### config.mk
export PLATFORM = sky130hd
export DESIGN_NAME = exe_mdu_flat
export DESIGN_NICKNAME = d
export VERILOG_FILES = /design/src/rtl/exe_mdu_if.sv /design/src/rtl/exe_mdu.sv /design/src/flat_wrapper.sv
export SDC_FILE = /design/constraint.sdc
export NUM_CORES = 1
export LEC_CHECK = 0
export CORE_ASPECT_RATIO = 1.1
export CORE_MARGIN = 1
export CORE_UTILIZATION = 45
export DETAILED_ROUTE_END_ITERATION = 8
export PLACE_DENSITY = 0.65
export SETUP_SLACK_MARGIN = 0.5
export SLEW_MARGIN = 25
export SYNTH_ARGS = -nofsm -noshare
export SYNTH_HDL_FRONTEND = slang
export SYNTH_SLANG_ARGS = --single-unit
### constraint.sdc
create_clock -name clk -period 2.9 [get_ports clk]
set_input_delay 0.58 -clock clk [delete_from_list [all_inputs] [get_ports clk]]
set_output_delay 0.58 -clock clk [all_outputs]
set_load 0.03 [all_outputs]
### src/rtl/exe_mdu_if.sv
// EX-stage request / MDU response bundle for exe_mdu.
// master = EX pipeline side, slave = the multiply/divide unit.
interface exe_mdu_if #(
  parameter int DATA_W = 32,
  parameter int TRD_W  = 3
);
  logic              start_exe;
  logic [1:0]        op_exe;
  logic              sgn_exe;
  logic [DATA_W-1:0] data_a_exe;
  logic [DATA_W-1:0] data_b_exe;
  logic [TRD_W-1:0]  trd_exe;
  logic [4:0]        reg_wr_exe;
  logic              flushEX;
  logic [TRD_W-1:0]  flush_trd;
  logic              stall_exe;
  logic              busy_mdu;
  logic              done_mdu;
  logic [DATA_W-1:0] result_mdu;
  logic [TRD_W-1:0]  trd_mdu;
  logic [4:0]        reg_wr_mdu;
  logic              dz_mdu;

  modport master (
    output start_exe, op_exe, sgn_exe, data_a_exe, data_b_exe, trd_exe, reg_wr_exe,
           flushEX, flush_trd,
    input  stall_exe, busy_mdu, done_mdu, result_mdu, trd_mdu, reg_wr_mdu, dz_mdu
  );

  modport slave (
    input  start_exe, op_exe, sgn_exe, data_a_exe, data_b_exe, trd_exe, reg_wr_exe,
           flushEX, flush_trd,
    output stall_exe, busy_mdu, done_mdu, result_mdu, trd_mdu, reg_wr_mdu, dz_mdu
  );
endinterface

### src/rtl/exe_mdu.sv
// exe_mdu: iterative radix-2 multiply / restoring divide, one thread-tagged op in flight.
// Divider datapath exists only with MDU_DIV_EN defined; otherwise DIV/REM return 0 with dz set.
module exe_mdu #(
  parameter int DATA_W = 32,
  parameter int TRD_W  = 3
) (
  input  logic     clk,
  input  logic     rst_n,
  exe_mdu_if.slave mdu
);
  localparam int CW = $clog2(DATA_W) + 1;
  localparam int W2 = 2 * DATA_W;

  typedef enum logic [1:0] {IDLE, CALC, FIX, DONE} state_t;

  state_t            state_q, state_d;
  logic [CW-1:0]     cnt_q, cnt_d;
  logic [1:0]        op_q, op_d;
  logic              neg_q, neg_d;
  logic [DATA_W-1:0] opnd_q, opnd_d;
  logic [W2-1:0]     acc_q, acc_d;
  logic [DATA_W-1:0] result_q, result_d;
  logic [TRD_W-1:0]  trd_q, trd_d;
  logic [4:0]        reg_wr_q, reg_wr_d;
  logic              dz_q, dz_d, done_q, done_d;

  logic              accept, flush_hit, sa, sb, dz_fix;
  logic [DATA_W-1:0] a_mag, b_mag, res_fix;
  logic [DATA_W:0]   mul_sum;
  logic [W2-1:0]     mul_step, calc_step, prod_fix;

  assign sa    = mdu.sgn_exe && mdu.data_a_exe[DATA_W-1];
  assign sb    = mdu.sgn_exe && mdu.data_b_exe[DATA_W-1];
  assign a_mag = sa ? -mdu.data_a_exe : mdu.data_a_exe;
  assign b_mag = sb ? -mdu.data_b_exe : mdu.data_b_exe;

  assign accept    = mdu.start_exe && (state_q == IDLE || state_q == DONE) &&
                     !(mdu.flushEX && (mdu.flush_trd == mdu.trd_exe));
  assign flush_hit = mdu.flushEX && (mdu.flush_trd == trd_q);

  // Multiplier sits in the low half and drains out as partial sums shift in from the top.
  assign mul_sum  = {1'b0, acc_q[W2-1:DATA_W]} + (acc_q[0] ? {1'b0, opnd_q} : {(DATA_W+1){1'b0}});
  assign mul_step = {mul_sum, acc_q[DATA_W-1:1]};
  assign prod_fix = neg_q ? -acc_q : acc_q;

`ifdef MDU_DIV_EN
  logic              nega_q, nega_d, bz_q, bz_d;
  logic [DATA_W:0]   div_sh;
  logic              div_ge;
  logic [DATA_W-1:0] div_rem, quot_fix, rem_fix;

  // Restoring step: remainder in the high half, dividend/quotient in the low half.
  assign div_sh    = {acc_q[W2-1:DATA_W], acc_q[DATA_W-1]};
  assign div_ge    = (div_sh >= {1'b0, opnd_q});
  assign div_rem   = div_sh[DATA_W-1:0] - opnd_q;
  assign calc_step = !op_q[1] ? mul_step :
                     div_ge   ? {div_rem, acc_q[DATA_W-2:0], 1'b1} :
                                {div_sh[DATA_W-1:0], acc_q[DATA_W-2:0], 1'b0};

  // With b==0 the loop leaves quotient all ones and remainder |a|; restoring a's sign gives a back.
  assign quot_fix = (neg_q && !bz_q) ? -acc_q[DATA_W-1:0] : acc_q[DATA_W-1:0];
  assign rem_fix  = nega_q ? -acc_q[W2-1:DATA_W] : acc_q[W2-1:DATA_W];
  assign dz_fix   = op_q[1] && bz_q;

  always_comb begin
    case (op_q)
      2'd0:    res_fix = prod_fix[DATA_W-1:0];
      2'd1:    res_fix = prod_fix[W2-1:DATA_W];
      2'd2:    res_fix = quot_fix;
      default: res_fix = rem_fix;
    endcase
  end

  always_comb begin
    nega_d = nega_q;
    bz_d   = bz_q;
    if (accept) begin
      nega_d = sa;
      bz_d   = (mdu.data_b_exe == '0);
    end
  end

  always_ff @(posedge clk or negedge rst_n) begin
    if (!rst_n) begin
      nega_q <= 1'b0;
      bz_q   <= 1'b0;
    end else begin
      nega_q <= nega_d;
      bz_q   <= bz_d;
    end
  end
`else
  assign calc_step = mul_step;
  assign dz_fix    = op_q[1];
  assign res_fix   = op_q[1] ? '0 : (op_q[0] ? prod_fix[W2-1:DATA_W] : prod_fix[DATA_W-1:0]);
`endif

  always_comb begin
    state_d  = state_q;
    cnt_d    = cnt_q;
    op_d     = op_q;
    neg_d    = neg_q;
    opnd_d   = opnd_q;
    acc_d    = acc_q;
    result_d = result_q;
    trd_d    = trd_q;
    reg_wr_d = reg_wr_q;
    dz_d     = dz_q;
    done_d   = 1'b0;
    case (state_q)
      CALC: begin
        if (flush_hit) state_d = IDLE;
        else begin
          acc_d = calc_step;
          cnt_d = cnt_q + CW'(1);
          if (cnt_q == CW'(DATA_W - 1)) state_d = FIX;
        end
      end
      FIX: begin
        if (flush_hit) state_d = IDLE;
        else begin
          state_d  = DONE;
          done_d   = 1'b1;
          result_d = res_fix;
          dz_d     = dz_fix;
        end
      end
      DONE:    state_d = IDLE;
      default: ;
    endcase
    if (accept) begin
      op_d     = mdu.op_exe;
      trd_d    = mdu.trd_exe;
      reg_wr_d = mdu.reg_wr_exe;
      neg_d    = sa ^ sb;
      cnt_d    = '0;
      opnd_d   = mdu.op_exe[1] ? b_mag : a_mag;
      acc_d    = {{DATA_W{1'b0}}, (mdu.op_exe[1] ? a_mag : b_mag)};
`ifdef MDU_DIV_EN
      state_d  = CALC;
`else
      state_d  = mdu.op_exe[1] ? FIX : CALC;
`endif
    end
  end

  always_ff @(posedge clk or negedge rst_n) begin
    if (!rst_n) begin
      state_q  <= IDLE;
      cnt_q    <= '0;
      op_q     <= '0;
      neg_q    <= 1'b0;
      opnd_q   <= '0;
      acc_q    <= '0;
      result_q <= '0;
      trd_q    <= '0;
      reg_wr_q <= '0;
      dz_q     <= 1'b0;
      done_q   <= 1'b0;
    end else begin
      state_q  <= state_d;
      cnt_q    <= cnt_d;
      op_q     <= op_d;
      neg_q    <= neg_d;
      opnd_q   <= opnd_d;
      acc_q    <= acc_d;
      result_q <= result_d;
      trd_q    <= trd_d;
      reg_wr_q <= reg_wr_d;
      dz_q     <= dz_d;
      done_q   <= done_d;
    end
  end

  assign mdu.stall_exe  = mdu.start_exe && (state_q == CALC || state_q == FIX);
  assign mdu.busy_mdu   = (state_q != IDLE);
  assign mdu.done_mdu   = done_q;
  assign mdu.result_mdu = result_q;
  assign mdu.trd_mdu    = trd_q;
  assign mdu.reg_wr_mdu = reg_wr_q;
  assign mdu.dz_mdu     = dz_q;
endmodule

### src/flat_wrapper.sv
// flat-port wrapper written by rule: the top's interface ports become plain ports
module exe_mdu_flat 
#(
  parameter int DATA_W = 32,
  parameter int TRD_W  = 3
)
  (clk, rst_n, mdu_start_exe, mdu_op_exe, mdu_sgn_exe, mdu_data_a_exe, mdu_data_b_exe, mdu_trd_exe, mdu_reg_wr_exe, mdu_flushEX, mdu_flush_trd, mdu_stall_exe, mdu_busy_mdu, mdu_done_mdu, mdu_result_mdu, mdu_trd_mdu, mdu_reg_wr_mdu, mdu_dz_mdu);
  exe_mdu_if #(.DATA_W(DATA_W), .TRD_W(TRD_W)) mdu_i ();
  input  logic clk;
  input  logic rst_n;
  input wire logic [$bits(mdu_i.start_exe)-1:0] mdu_start_exe;
  input wire logic [$bits(mdu_i.op_exe)-1:0] mdu_op_exe;
  input wire logic [$bits(mdu_i.sgn_exe)-1:0] mdu_sgn_exe;
  input wire logic [$bits(mdu_i.data_a_exe)-1:0] mdu_data_a_exe;
  input wire logic [$bits(mdu_i.data_b_exe)-1:0] mdu_data_b_exe;
  input wire logic [$bits(mdu_i.trd_exe)-1:0] mdu_trd_exe;
  input wire logic [$bits(mdu_i.reg_wr_exe)-1:0] mdu_reg_wr_exe;
  input wire logic [$bits(mdu_i.flushEX)-1:0] mdu_flushEX;
  input wire logic [$bits(mdu_i.flush_trd)-1:0] mdu_flush_trd;
  output wire logic [$bits(mdu_i.stall_exe)-1:0] mdu_stall_exe;
  output wire logic [$bits(mdu_i.busy_mdu)-1:0] mdu_busy_mdu;
  output wire logic [$bits(mdu_i.done_mdu)-1:0] mdu_done_mdu;
  output wire logic [$bits(mdu_i.result_mdu)-1:0] mdu_result_mdu;
  output wire logic [$bits(mdu_i.trd_mdu)-1:0] mdu_trd_mdu;
  output wire logic [$bits(mdu_i.reg_wr_mdu)-1:0] mdu_reg_wr_mdu;
  output wire logic [$bits(mdu_i.dz_mdu)-1:0] mdu_dz_mdu;
  assign mdu_i.start_exe = mdu_start_exe;
  assign mdu_i.op_exe = mdu_op_exe;
  assign mdu_i.sgn_exe = mdu_sgn_exe;
  assign mdu_i.data_a_exe = mdu_data_a_exe;
  assign mdu_i.data_b_exe = mdu_data_b_exe;
  assign mdu_i.trd_exe = mdu_trd_exe;
  assign mdu_i.reg_wr_exe = mdu_reg_wr_exe;
  assign mdu_i.flushEX = mdu_flushEX;
  assign mdu_i.flush_trd = mdu_flush_trd;
  assign mdu_stall_exe = mdu_i.stall_exe;
  assign mdu_busy_mdu = mdu_i.busy_mdu;
  assign mdu_done_mdu = mdu_i.done_mdu;
  assign mdu_result_mdu = mdu_i.result_mdu;
  assign mdu_trd_mdu = mdu_i.trd_mdu;
  assign mdu_reg_wr_mdu = mdu_i.reg_wr_mdu;
  assign mdu_dz_mdu = mdu_i.dz_mdu;
  exe_mdu #(.DATA_W(DATA_W), .TRD_W(TRD_W)) u_core (.clk(clk), .rst_n(rst_n), .mdu(mdu_i));
endmodule
# After elaboration in Yosys (flattened, before gate mapping)
# Index checks and enable logic that the tools add are counted.
[classes] n_addsub=5 n_reduce_logical=17 mux=22 eq_ne=8 n_bitwise=2
[op_table] operator="$mux W64" count=4
[op_table] operator="$mux W32" count=7
[op_table] operator="$neg A32 Y32" count=2
[op_table] operator="$neg A64 Y64" count=1
[op_table] operator="$add A32 B33 Y33" count=1
[op_table] operator="$mux W6" count=3
[op_table] operator="$mux W2" count=5
[op_table] operator="$logic_and A1 B1 Y1" count=7
[op_table] operator="$add A6 B1 Y6 const B" count=1
[op_table] operator="$eq A3 B3 Y1" count=2
[op_table] operator="$eq A6 B5 Y1 const B" count=1
[op_table] operator="$pmux W2 S3" count=1
[op_table] operator="$reduce_and A2 Y1" count=3
[op_table] operator="$eq A2 B2 Y1 const B" count=2
[op_table] operator="$ne A4 B1 Y1 const B" count=1
[op_table] operator="$reduce_bool A2 Y1" count=2
[op_table] operator="$reduce_bool A4 Y1" count=1
[op_table] operator="$eq A2 B1 Y1 const B" count=1
[op_table] operator="$logic_not A2 Y1" count=1
[op_table] operator="$logic_or A1 B1 Y1" count=2
[op_table] operator="$mux W1" count=2
[op_table] operator="$ne A2 B1 Y1 const B" count=1
[op_table] operator="$logic_not A1 Y1" count=1
[op_table] operator="$not A1 Y1" count=1
[op_table] operator="$xor A1 B1 Y1" count=1
[word_totals] out_inout_bits=44 inputBits=82 reg_bits=149 word_cells=65

# Depth between registers and ports, before layout
# Gate-level depths: netlist of run 1.
[logic_depth] ltp_word=6 mapped_depth=12 ltp_nobuf=10

# Worst setup path before layout of run 1
# No wires, ideal clock.
[synth_path] path_type="reg2reg" startpoint="register u_core.acc_q[0]" endpoint="register u_core.acc_q[62]" stages_incl_launch_ff=13 slack_ns=-0.125 setup_time_ns=0.069 required_ns=2.831 synth_period_minus_slack_ns=3.025 arrival_ns=2.956 n_path_buf=3 path_cell_list="dfrtp_1 -> clkbuf_1 -> clkbuf_1 -> and2_1 -> ha_1 -> clkbuf_1 -> and3_1 -> a221oi_1 -> o21ai_0 -> a31o_2 -> a21o_1 -> or3_1 -> nand3_1"
[synth_between] elab_chain_cells=5
[synth_rtl] item="start, declared" line_no="exe_mdu.sv:21" text="logic [W2-1:0] acc_q, acc_d;"
[synth_rtl] item="start signal, assigned" line_no="exe_mdu.sv:154" text="acc_q <= '0;"
[synth_rtl] item="start signal, assigned" line_no="exe_mdu.sv:166" text="acc_q <= acc_d;"
[synth_rtl] item="$mux W32" line_no="exe_mdu.sv:42" text="assign mul_sum = {1'b0, acc_q[W2-1:DATA_W]} + (acc_q[0] ? {1'b0, opnd_q} : {(DATA_W+1){1'b0}});"
[synth_rtl] item="$add A32 B33 Y33" line_no="exe_mdu.sv:42"
[synth_rtl] item="$mux W64" line_no="exe_mdu.sv:112" text="if (flush_hit) state_d = IDLE;"
[synth_rtl] item="$mux W64" line_no="exe_mdu.sv:110" text="case (state_q)"
[synth_rtl] item="$mux W64" line_no="exe_mdu.sv:131" text="if (accept) begin"
# Every way passes these cells. The select of a mux whose other input is x is not followed.
# A chain may end at the register's enable or synchronous reset.

# Worst setup path in the final report of run 1
[layout_path] startpoint="register u_core.acc_q[0]" endpoint="register u_core.acc_q[48]"
# The elaborated chain is that of the path after synthesis.

==> results.md, run 1 <==
- The H-tree was split into 4 levels.
- At the pin with the least slew margin, the transition time is 0.7868 ns.
- The worst hold slack is 0.1562 ns.
- The fraction of the cycle the final worst path needs is 97.34%.
- The number of sinks driven by the clock tree is 149.
- The run finished with clean final reports.
- The total overflow left after global routing is 0.
- The synthesized net count is 1559.
- The wire length of the first global-routing pass is 64310 um.
- The capture instance of the worst register-to-register path is u_core.acc_q[48].
- The logic depth of the worst register-to-register path is 11.
- The number of buffers and inverters on the critical path is 4.
- The via count of the first global-routing pass was 11730.
- The die covers roughly 0.026 mm2.
- The DRC violations left is 0.
- Walking the worst path, the cells encountered are buf_4 > bufbuf_16 > and2_1 > ha_4 > nand4_1 > inv_1 > a221oi_2 > nand3_4 > buf_6 > xor2_1 > a22o_1.
- The final critical path time including I/O delays and setup is 2.823 ns.
- The top flip-flop cell by instance count after synthesis is sky130_fd_sc_hd__dfrtp_1.
- The area after detailed placement is 0.01463 mm2.
- The initial antenna violation count is 0.
- The pre-CTS setup slack is -0.1235 ns.
- The count of inserted antenna diode cells is 0.
- The clock network fraction of total power is between 10% and 20%.
- Cells fill 66.56% of the core in the end.
- The cell type group with the largest total delay on the critical path is buffers and inverters.
- The maximum operating frequency is ~350 MHz.
- The unique cell type count in the Yosys netlist is 72.
- The max-slew headroom at the worst pin is 47.55%.
- The remaining antenna violation count is 0.
- The switching part of the total power is approximately 47%.
- The worst register-to-register path has a setup slack of about 0.077 ns.
- The cell type with the highest aggregate area in the netlist is sky130_fd_sc_hd__dfrtp_1.
- By area the synthesized netlist is led by sky130_fd_sc_hd__dfrtp_1, sky130_fd_sc_hd__nand2_1, sky130_fd_sc_hd__xnor2_1.
- The clock tree skew after final layout is 0.01013 ns.
- The slowest stage cell on the critical path is sky130_fd_sc_hd__dfrtp_2.
- For the worst-skew pair, the clock arrives at the later sink with an insertion delay of 0.45 ns.
- The register share of total power is 24.3%.
- The share of post-route cells with drive strength above 1 is 25.97%.
- The setup TNS after final layout is 0 ns.
- The die span in x is 155.0 um.
- The global placement routability congestion is slightly below 1.
- The worst path setup slack after routing is around 0.077 ns.
- Along the worst path, the maximum fanout reaches 10.
- Clock-pin slew was measured on the worst setup and hold paths at 0.06 ns.
- Synthesis inferred ~150 register bits.
- The longest clock path from root to sink contains 2 buffers.
- In this run the count of I/O pins placed on the die edge is ~130.
- The number of enable-type register cells in the synthesized netlist is 0.
- The min-delay analysis places its worst path in the category in -> async.
- After synthesis, the mean cell area works out to 8.068 um2.
- Compared with the post-synthesis result, the final layout area differs by 45.14%.
- The wire length after detailed routing is 42350 um.
- The worst-case IR drop observed on VDD is 0.4697 mV.
- In the final design database the tool counted 1844 nets.
- At the worst endpoint, the arrival time is 3.15 ns.
- Dividing total power by cell area gives a power density of 978.0 mW/mm2.
- The delay of the slowest critical-path stage is around 0.45 ns.
- Of the synthesized area, sequential elements account for 32.18%.
- The starting utilization of the core area is 45.86%.
- The critical path is of the reg -> reg type.
- The max capacitance violation total is 0.
- The share of total power dissipated in combinational logic is a little over 60%.
- The start of the worst register-to-register path is u_core.acc_q[0].
- The maximum number of pins on one net before global-route repair is 73.
- The initialized floorplan defines slightly above 60 standard-cell rows.
- STA classifies the critical path endpoint as a register.
- The library cell used as clock root buffer is sky130_fd_sc_hd__clkbuf_16.
- The post-synthesis async set-or-reset flop share is 100.0%.
- The cell count after synthesis is 1436.
- The total placed cells including tap cells is 1999.
- The final standard cell count with taps included and fillers excluded is 2079.
- The total power after layout is ~16 mW.
- The final max-slew violation count is 0.
- The warning count from the yosys run is 0.
- STA classifies the critical path startpoint as a register.
- Setup repair after global routing could not meet its margin everywhere.
- The final setup violation count is 0.
- The first detailed-routing pass took 5 iterations.
- For this design the total switching power over the nets is 7.721 mW.
- The half-perimeter wire length after placement is 31850 um.
- In the routed layout, each cell is associated on average with a via count of 5.965.
- The post-route cell area is 0.01682 mm2.
- The wire length per cell is 20.37 um.
- The number of buffers created by CTS is 17.
- The count of buffers added on input and output ports is 125.
- Data on the critical path is required at its endpoint by 3.23 ns.
- The first-iteration detailed-routing DRC count is 1094.
- Internal power comes to 8.724 mW.
- The number of hold violations in the final report is 0.
- The top cell type by area accounts for 32.18% of the synthesized area.
- The overall fraction of global-route tracks in use is 31.78%.
- The die is 170.3 um tall.
- The routed layout has 12400 vias.
- Summed over all cells, the static leakage comes to about 7 nW.
- The area of the core is about 0.025 mm2.
- The fill cell instance count of the final layout is 2056.
- TritonCTS built the clock tree.
- The combined area of all synthesized cells is between 0.01 and 0.015 mm2.
==> registers in the layout (all words and copies together) (netlist names) <==
register / count
u_core.mdu.trd_mdu: 3
u_core.mdu.result_mdu: 32
u_core.state_q: 2
u_core.mdu.reg_wr_mdu: 5
u_core.mdu.dz_mdu: 1
u_core.mdu.done_mdu: 1
u_core.cnt_q: 6
u_core.neg_q: 1
u_core.op_q: 2
u_core.acc_q: 64
u_core.opnd_q: 32
==> power by group through the flow <==
stage	Combinational [mW]	Clock, mW	Sequential (mW)
floorplan	5.15	0	4.05
global placement	8.75	0	3.87
detailed placement	8.86	0	3.90
CTS	9.59	2.30	3.93
global route	10.9	2.37	4.06
finish	10.2	2.28	3.99
==> cell type report <==
cell class | count | area, um2 | area share (%)
clock inverter | 13 | 158.9 | 0.9449
inverter | 26 | 100.1 | 0.5952
multi-input combinational | 1171 | 8705 | 51.76
timing repair buffer | 356 | 3246 | 19.30
tap | 346 | 432.9 | 2.574
clock buffer | 18 | 439.2 | 2.612
sequential | 149 | 3735 | 22.21
==> routing by layer <==
layer  global-route usage (%)  wire, um
met3                    3.667      2309
met1                    42.34     18830
met5                        0         0
met2                    52.10     19930
met4                    13.52      1282
==> worst reg2reg max path, stage by stage, from the launching register on <==
cell and delay (ns):
sky130_fd_sc_hd__dfrtp_2 0.45, sky130_fd_sc_hd__buf_4 0.17, sky130_fd_sc_hd__bufbuf_16 0.27, sky130_fd_sc_hd__and2_1 0.16
sky130_fd_sc_hd__ha_4 0.24, sky130_fd_sc_hd__nand4_1 0.20, sky130_fd_sc_hd__inv_1 0.08, sky130_fd_sc_hd__a221oi_2 0.41
sky130_fd_sc_hd__nand3_4 0.24, sky130_fd_sc_hd__buf_6 0.19, sky130_fd_sc_hd__xor2_1 0.13, sky130_fd_sc_hd__a22o_1 0.17
==> how the worst max path moves through the flow <==
stage / cells past startpoint / endpoint / startpoint
global route: 11 / u_core.acc_q[61] / u_core.acc_q[0]
detailed placement: 10 / u_core.acc_q[60] / u_core.acc_q[0]
CTS: 11 / u_core.acc_q[49] / u_core.acc_q[0]
finish: 11 / u_core.acc_q[48] / u_core.acc_q[0]
floorplan: 12 / u_core.acc_q[49] / u_core.acc_q[0]
global placement: 10 / u_core.acc_q[60] / u_core.acc_q[0]
==> cells in the final DEF, fill, tap and decap left out, types with 8 or more instances in the layout <==
master                            Yosys  layout
sky130_fd_sc_hd__nand2_1            225     216
sky130_fd_sc_hd__buf_4                0     196
sky130_fd_sc_hd__dfrtp_1            149     144
sky130_fd_sc_hd__clkdlybuf4s50_1      0     113
sky130_fd_sc_hd__nor2_1             102      92
sky130_fd_sc_hd__a21oi_1            100      89
sky130_fd_sc_hd__xnor2_1             70      66
sky130_fd_sc_hd__xor2_1              61      60
sky130_fd_sc_hd__o21ai_0             75      52
sky130_fd_sc_hd__and2_1              42      33
sky130_fd_sc_hd__nor3_1              44      29
sky130_fd_sc_hd__inv_1               26      25
sky130_fd_sc_hd__nand3_1             29      25
sky130_fd_sc_hd__ha_1                40      25
sky130_fd_sc_hd__nand4_1             24      24
sky130_fd_sc_hd__a31oi_1             27      23
sky130_fd_sc_hd__buf_6                1      23
sky130_fd_sc_hd__mux2i_1             22      21
sky130_fd_sc_hd__o21ai_1              2      21
sky130_fd_sc_hd__o31ai_1             29      18
sky130_fd_sc_hd__o221ai_1            20      18
sky130_fd_sc_hd__a22oi_1             18      18
sky130_fd_sc_hd__a21o_1              17      17
sky130_fd_sc_hd__clkbuf_16            0      17
sky130_fd_sc_hd__nor4_4               1      14
sky130_fd_sc_hd__or3_1               20      13
sky130_fd_sc_hd__ha_4                 0      13
sky130_fd_sc_hd__nor3_2               0      12
sky130_fd_sc_hd__nand2b_1            12      11
sky130_fd_sc_hd__or4_4                2      10
sky130_fd_sc_hd__a222oi_1            10      10
sky130_fd_sc_hd__nand2_2              0       9
sky130_fd_sc_hd__and3_1              11       9
sky130_fd_sc_hd__a22o_1               9       9
sky130_fd_sc_hd__dlymetal6s2s_1       0       9
sky130_fd_sc_hd__buf_12               0       9
sky130_fd_sc_hd__o41ai_4              0       8
sky130_fd_sc_hd__or4_1               16       8
sky130_fd_sc_hd__or3_4                1       8
sky130_fd_sc_hd__o211ai_1             8       8
==> logic make-up after synthesis <==
| family | synth area share [%] |
|---|---|
| fa+ha+maj | 4.492 |
| flops | 32.18 |
| compound gates | 23.23 |
| buf+inv | 3.845 |
| simple gates | 23.96 |
| mux | 2.387 |
| xor+xnor | 9.903 |
==> repair_timing <==
action	CTS	global route
hold buffers	0	0
setup endpoints to repair	70	92
buffers inserted	26	22
pin swaps	50	71
cloned	1	0
resized for setup	129	118
==> synth_stat cells, types with 6 or more instances <==
cell and count:
sky130_fd_sc_hd__a21o_1 17, sky130_fd_sc_hd__or3_1 20, sky130_fd_sc_hd__clkbuf_1 77, sky130_fd_sc_hd__o221ai_1 20, sky130_fd_sc_hd__nand2b_1 12, sky130_fd_sc_hd__a222oi_1 10
sky130_fd_sc_hd__o41ai_1 19, sky130_fd_sc_hd__or4_1 16, sky130_fd_sc_hd__nand2_1 225, sky130_fd_sc_hd__mux2i_1 22, sky130_fd_sc_hd__and2_1 42, sky130_fd_sc_hd__ha_1 40
sky130_fd_sc_hd__xnor2_1 70, sky130_fd_sc_hd__nor3_1 44, sky130_fd_sc_hd__nor2_1 102, sky130_fd_sc_hd__a22oi_1 18, sky130_fd_sc_hd__nand4_1 24, sky130_fd_sc_hd__a31oi_1 27
sky130_fd_sc_hd__nor4_1 19, sky130_fd_sc_hd__and3_1 11, sky130_fd_sc_hd__a211oi_1 7, sky130_fd_sc_hd__a221o_1 6, sky130_fd_sc_hd__a21oi_1 100, sky130_fd_sc_hd__nand3_1 29
sky130_fd_sc_hd__o21ai_0 75, sky130_fd_sc_hd__buf_1 10, sky130_fd_sc_hd__o21a_1 6, sky130_fd_sc_hd__xor2_1 61, sky130_fd_sc_hd__inv_1 26, sky130_fd_sc_hd__o31ai_1 29
sky130_fd_sc_hd__a22o_1 9, sky130_fd_sc_hd__o211ai_1 8, sky130_fd_sc_hd__dfrtp_1 149
(Power assumes the default switching activity.)
==> run 2, diff against run 1 <==
--- a/config.mk
+++ b/config.mk
@@ -5,9 +5,11 @@
 export SDC_FILE = /design/constraint.sdc
 export NUM_CORES = 1
 export LEC_CHECK = 0
-export CORE_ASPECT_RATIO = 1.1
+export CAP_MARGIN = 5
+export CORE_ASPECT_RATIO = 0.6
 export CORE_MARGIN = 1
 export CORE_UTILIZATION = 45
+export CTS_BUF_LIST = sky130_fd_sc_hd__clkbuf_4 sky130_fd_sc_hd__clkbuf_8
 export DETAILED_ROUTE_END_ITERATION = 8
 export PLACE_DENSITY = 0.65
 export SETUP_SLACK_MARGIN = 0.5
==> run 2 against run 1 <==
  * Count of clock-buffer cells in the layout rose by 1
  * Worst setup slack got worse by 0.011 ns
  * Power fell by 1.7%
  * Combinational power rose by 5%
  * Cell count rose by 0.72%
  * Critical endpoint is now u_core.acc_q[49]
  * Flip-flop and latch count did not move
  * Sequential share of layout area fell by 0.11 points
  * Cell area rose by 0.59%
  * Largest power group unchanged
==> results.md, run 2 (synthesis gave the netlist of run 1 again) <==
- The number of hold violations in the final report was 0 (unchanged).
- The maximum operating frequency is 352.9 MHz (was 354.3 MHz).
- The combined area of the multi-input logic cells is 0.008757 mm2 (was 0.008705 mm2).
- The critical path capture point type is a register (unchanged).
- The worst path required time is 3.29 ns (was 3.23 ns).
- The final design utilization is 66.91% (was 66.56%).
- RSZ-0062 raised after global routing: true (unchanged).
- The clock-pin transition on the worst setup and hold timing paths came to 0.10 ns (was 0.06 ns).
- The routing layer with the top usage in global route is met1 (was met2).
- The count of inserted antenna diode cells is 0 (unchanged).
- The leftover overflow at the end of global routing came to 0 (unchanged).
- The most frequent standard cell in the layout excluding fill and tap cells is sky130_fd_sc_hd__buf_4 (was sky130_fd_sc_hd__nand2_1).
- The die height came to 126.3 um (was 170.3 um).
- The number of vias in the routed layout is 12910 (was 12400).
- The setup slack on the worst flop-to-flop path is 0.07 ns (was 0.08 ns).
- The max capacitance violation total was 0 (unchanged).
- The DRC violations left is 0 (unchanged).
- The first-iteration detailed-routing DRC count is 1231 (was 1094).
- The fraction of met2 tracks used by global routing is 45.76% (was 52.10%).
- The wire length after detailed routing came to 46760 um (was 42350 um).
- The type of the most critical hold path was in -> async (unchanged).
- The worst-case vdd ir drop came to 0.7224 mV (was 0.4697 mV).
- Most frequent cells in the layout: sky130_fd_sc_hd__buf_4, sky130_fd_sc_hd__nand2_1, sky130_fd_sc_hd__dfrtp_1, sky130_fd_sc_hd__clkdlybuf4s50_1, sky130_fd_sc_hd__nor2_1 (was sky130_fd_sc_hd__nand2_1, sky130_fd_sc_hd__buf_4, sky130_fd_sc_hd__dfrtp_1, sky130_fd_sc_hd__clkdlybuf4s50_1, sky130_fd_sc_hd__nor2_1).
- The row count is 45 (was 61).
- The fill cell instance count of the final layout was 2048 (was 2056).
- The via count of the first global-routing pass is 11790 (was 11730).
- The area after detailed placement is 0.01490 mm2 (was 0.01463 mm2).
- The met3 track demand over resource is 12.13% (was 3.667%).
- The share of post-route cells with drive strength above 1 was 28.33% (was 25.97%).
- The starting utilization of the core area was 45.83% (was 45.86%).
- The clock tree skew after final layout was 0.02592 ns (was 0.01013 ns).
- The number of buffers between clock root and the deepest sink is 2 (unchanged).
- The slew at the pin closest to its max-slew limit came to 0.8961 ns (was 0.7868 ns).
- Result of the run: complete, no violations (unchanged).
- The CTS tree is done (unchanged).
- The half-perimeter wire length after placement is 36420 um (was 31850 um).
- The total number of H-tree levels is 4 (unchanged).
- The hold buffer count at cts was 0 (unchanged).
- The pre-CTS setup slack is -0.1243 ns (was -0.1235 ns).
- The highest fanout seen on the critical path is 7 (was 10).
- The area of the core came to 0.02528 mm2 (was 0.02526 mm2).
- The wire length per cell came to 22.33 um (was 20.37 um).
- The net count reported at finish came to 1875 (was 1844).
- The start of the worst register-to-register path is u_core.acc_q[0] (unchanged).
- The initial antenna violation count is 0 (unchanged).
- The final setup violation count came to 0 (unchanged).
- The number of detailed-routing iterations run before antenna repair is 7 (was 5).
- The final critical path time including I/O delays and setup is 2.834 ns (was 2.823 ns).
- The static leakage came to 7.219 nW (was 7.011 nW).
- The post-route cell area is 0.01692 mm2 (was 0.01682 mm2).
- The capture instance of the worst register-to-register path was u_core.acc_q[49] (was u_core.acc_q[48]).
- The number of port buffers was 125 (unchanged).
- The logic depth of the worst register-to-register path was 10 (was 11).
- The remaining antenna violation count is 0 (unchanged).
- The top-level port count is 126 (unchanged).
- The library cell used as clock root buffer is sky130_fd_sc_hd__clkbuf_8 (was sky130_fd_sc_hd__clkbuf_16).
- The sequential cell area is 0.003739 mm2 (was 0.003735 mm2).
- The worst path setup slack after routing is 0.06646 ns (was 0.07718 ns).
- The clock latency at the later pin of the worst-skew pair is 0.51 ns (was 0.45 ns).
- The global-route met1 utilization is 54.48% (was 42.34%).
- The via count normalized by instance count came to 6.166 (was 5.965).
- The global placement routability congestion was 1.005 (was 0.9668).
- The overall die area is 0.02641 mm2 (was 0.02639 mm2).
- The fraction of the cycle the final worst path needs came to 97.71% (was 97.34%).
- The final max-slew violation count came to 0 (unchanged).
- The number of sinks driven by the clock tree is 149 (unchanged).
- The worst hold slack is 0.01142 ns (was 0.1562 ns).
- The wire length of the first global-routing pass is 70480 um (was 64310 um).
- The max-slew headroom at the worst pin is 39.71% (was 47.55%).
- The startpoint type of the worst setup path is a register (unchanged).
- The die span in x is 209.2 um (was 155.0 um).
- The maximum number of pins on one net before global-route repair was 56 (was 73).
- The flip-flop count of the largest register after layout is 64 (unchanged).
- The power per standard cell area is 955.5 mW/mm2 (was 978.0 mW/mm2).
- The worst endpoint data arrival time is 3.23 ns (was 3.15 ns).
- The total placed cells including tap cells is 2017 (was 1999).
- The overall fraction of global-route tracks in use is 35.22% (was 31.78%).
- The top register by number of flip-flops was u_core.acc_q (unchanged).
- The number of buffers created by CTS was 17 (unchanged).
- The final standard cell count with taps included and fillers excluded is 2094 (was 2079).
- The layout-stage area growth over the synthesis result is 45.99% (was 45.14%).
- The path type of the worst setup path is reg -> reg (unchanged).
## run 2: cell types whose count changed in the layout (fill, tap and decap cells not counted), moves of 9 or more
cell	change
sky130_fd_sc_hd__clkbuf_8	+17
sky130_fd_sc_hd__buf_6	+9
sky130_fd_sc_hd__dlymetal6s2s_1	+17
sky130_fd_sc_hd__buf_4	+24
sky130_fd_sc_hd__clkbuf_16	-17
sky130_fd_sc_hd__clkdlybuf4s50_1	-17
## run 2: stage by stage
stage	power, mW	TNS [ns]
floorplan	9.198	0
global placement	13.11	-0.1446
detailed placement	13.20	-0.5187
CTS	15.45	0
global route	17.04	-0.02547
finish	16.16	0
## run 2: worst max-delay path, stage by stage, from the launching register on
cell,delay (ns)
sky130_fd_sc_hd__dfrtp_2,0.49
sky130_fd_sc_hd__and2_4,0.19
sky130_fd_sc_hd__ha_4,0.15
sky130_fd_sc_hd__fa_2,0.37
sky130_fd_sc_hd__a21o_1,0.20
sky130_fd_sc_hd__a31oi_4,0.24
sky130_fd_sc_hd__nor4_4,0.09
sky130_fd_sc_hd__a221o_1,0.41
sky130_fd_sc_hd__a21oi_4,0.24
sky130_fd_sc_hd__nor3_2,0.07
sky130_fd_sc_hd__a211o_1,0.26
## run 2: power breakdown
part | internal (mW) | total [mW] | switching, mW
Combinational | 4.47 | 10.7 | 6.19
Clock | 0.719 | 1.62 | 0.905
Sequential | 2.95 | 3.89 | 0.935
## run 2: worst max-delay path by stage
stage | startpoint | end | slack [ns] | cells after the start
2_1_floorplan | u_core.acc_q[0] | u_core.acc_q[49] | 0.25 | 12
3_3_place_gp | mdu_data_b_exe[1] | u_core.acc_q[28] | -0.04 | 11
3_5_place_dp | mdu_data_b_exe[1] | u_core.acc_q[28] | -0.12 | 11
4_1_cts | u_core.acc_q[0] | u_core.acc_q[49] | 0.13 | 10
5_1_grt | u_core.acc_q[0] | u_core.acc_q[61] | -0.03 | 10
6_report | u_core.acc_q[0] | u_core.acc_q[49] | 0.07 | 10
## run 2: cell type report
class	instances	area share, %
Clock buffer	19	1.509
Clock inverter	13	0.7101
Inverter	26	0.5918
Multi-Input combinational cell	1171	51.77
Sequential cell	149	22.10
Tap cell	329	2.434
Timing Repair Buffer	387	20.88
## run 2: repair_timing
item / CTS / global route
setup buffers: 24 / 21
pin swaps: 46 / 63
hold endpoints to repair: 0 / 0
gates resized for setup: 139 / 149
setup endpoints to repair: 63 / 97
## run 2: metal layers
| layer | vias up | part of all wire, % | routed length, um |
|---|---|---|---|
| met4 | 0 | 1.8 | 857 |
| met3 | 76 | 12 | 5814 |
| li1 | 5896 | - | - |
| met2 | 676 | 39 | 18150 |
| met5 | - | 0 | 0 |
| met1 | 6263 | 47 | 21940 |
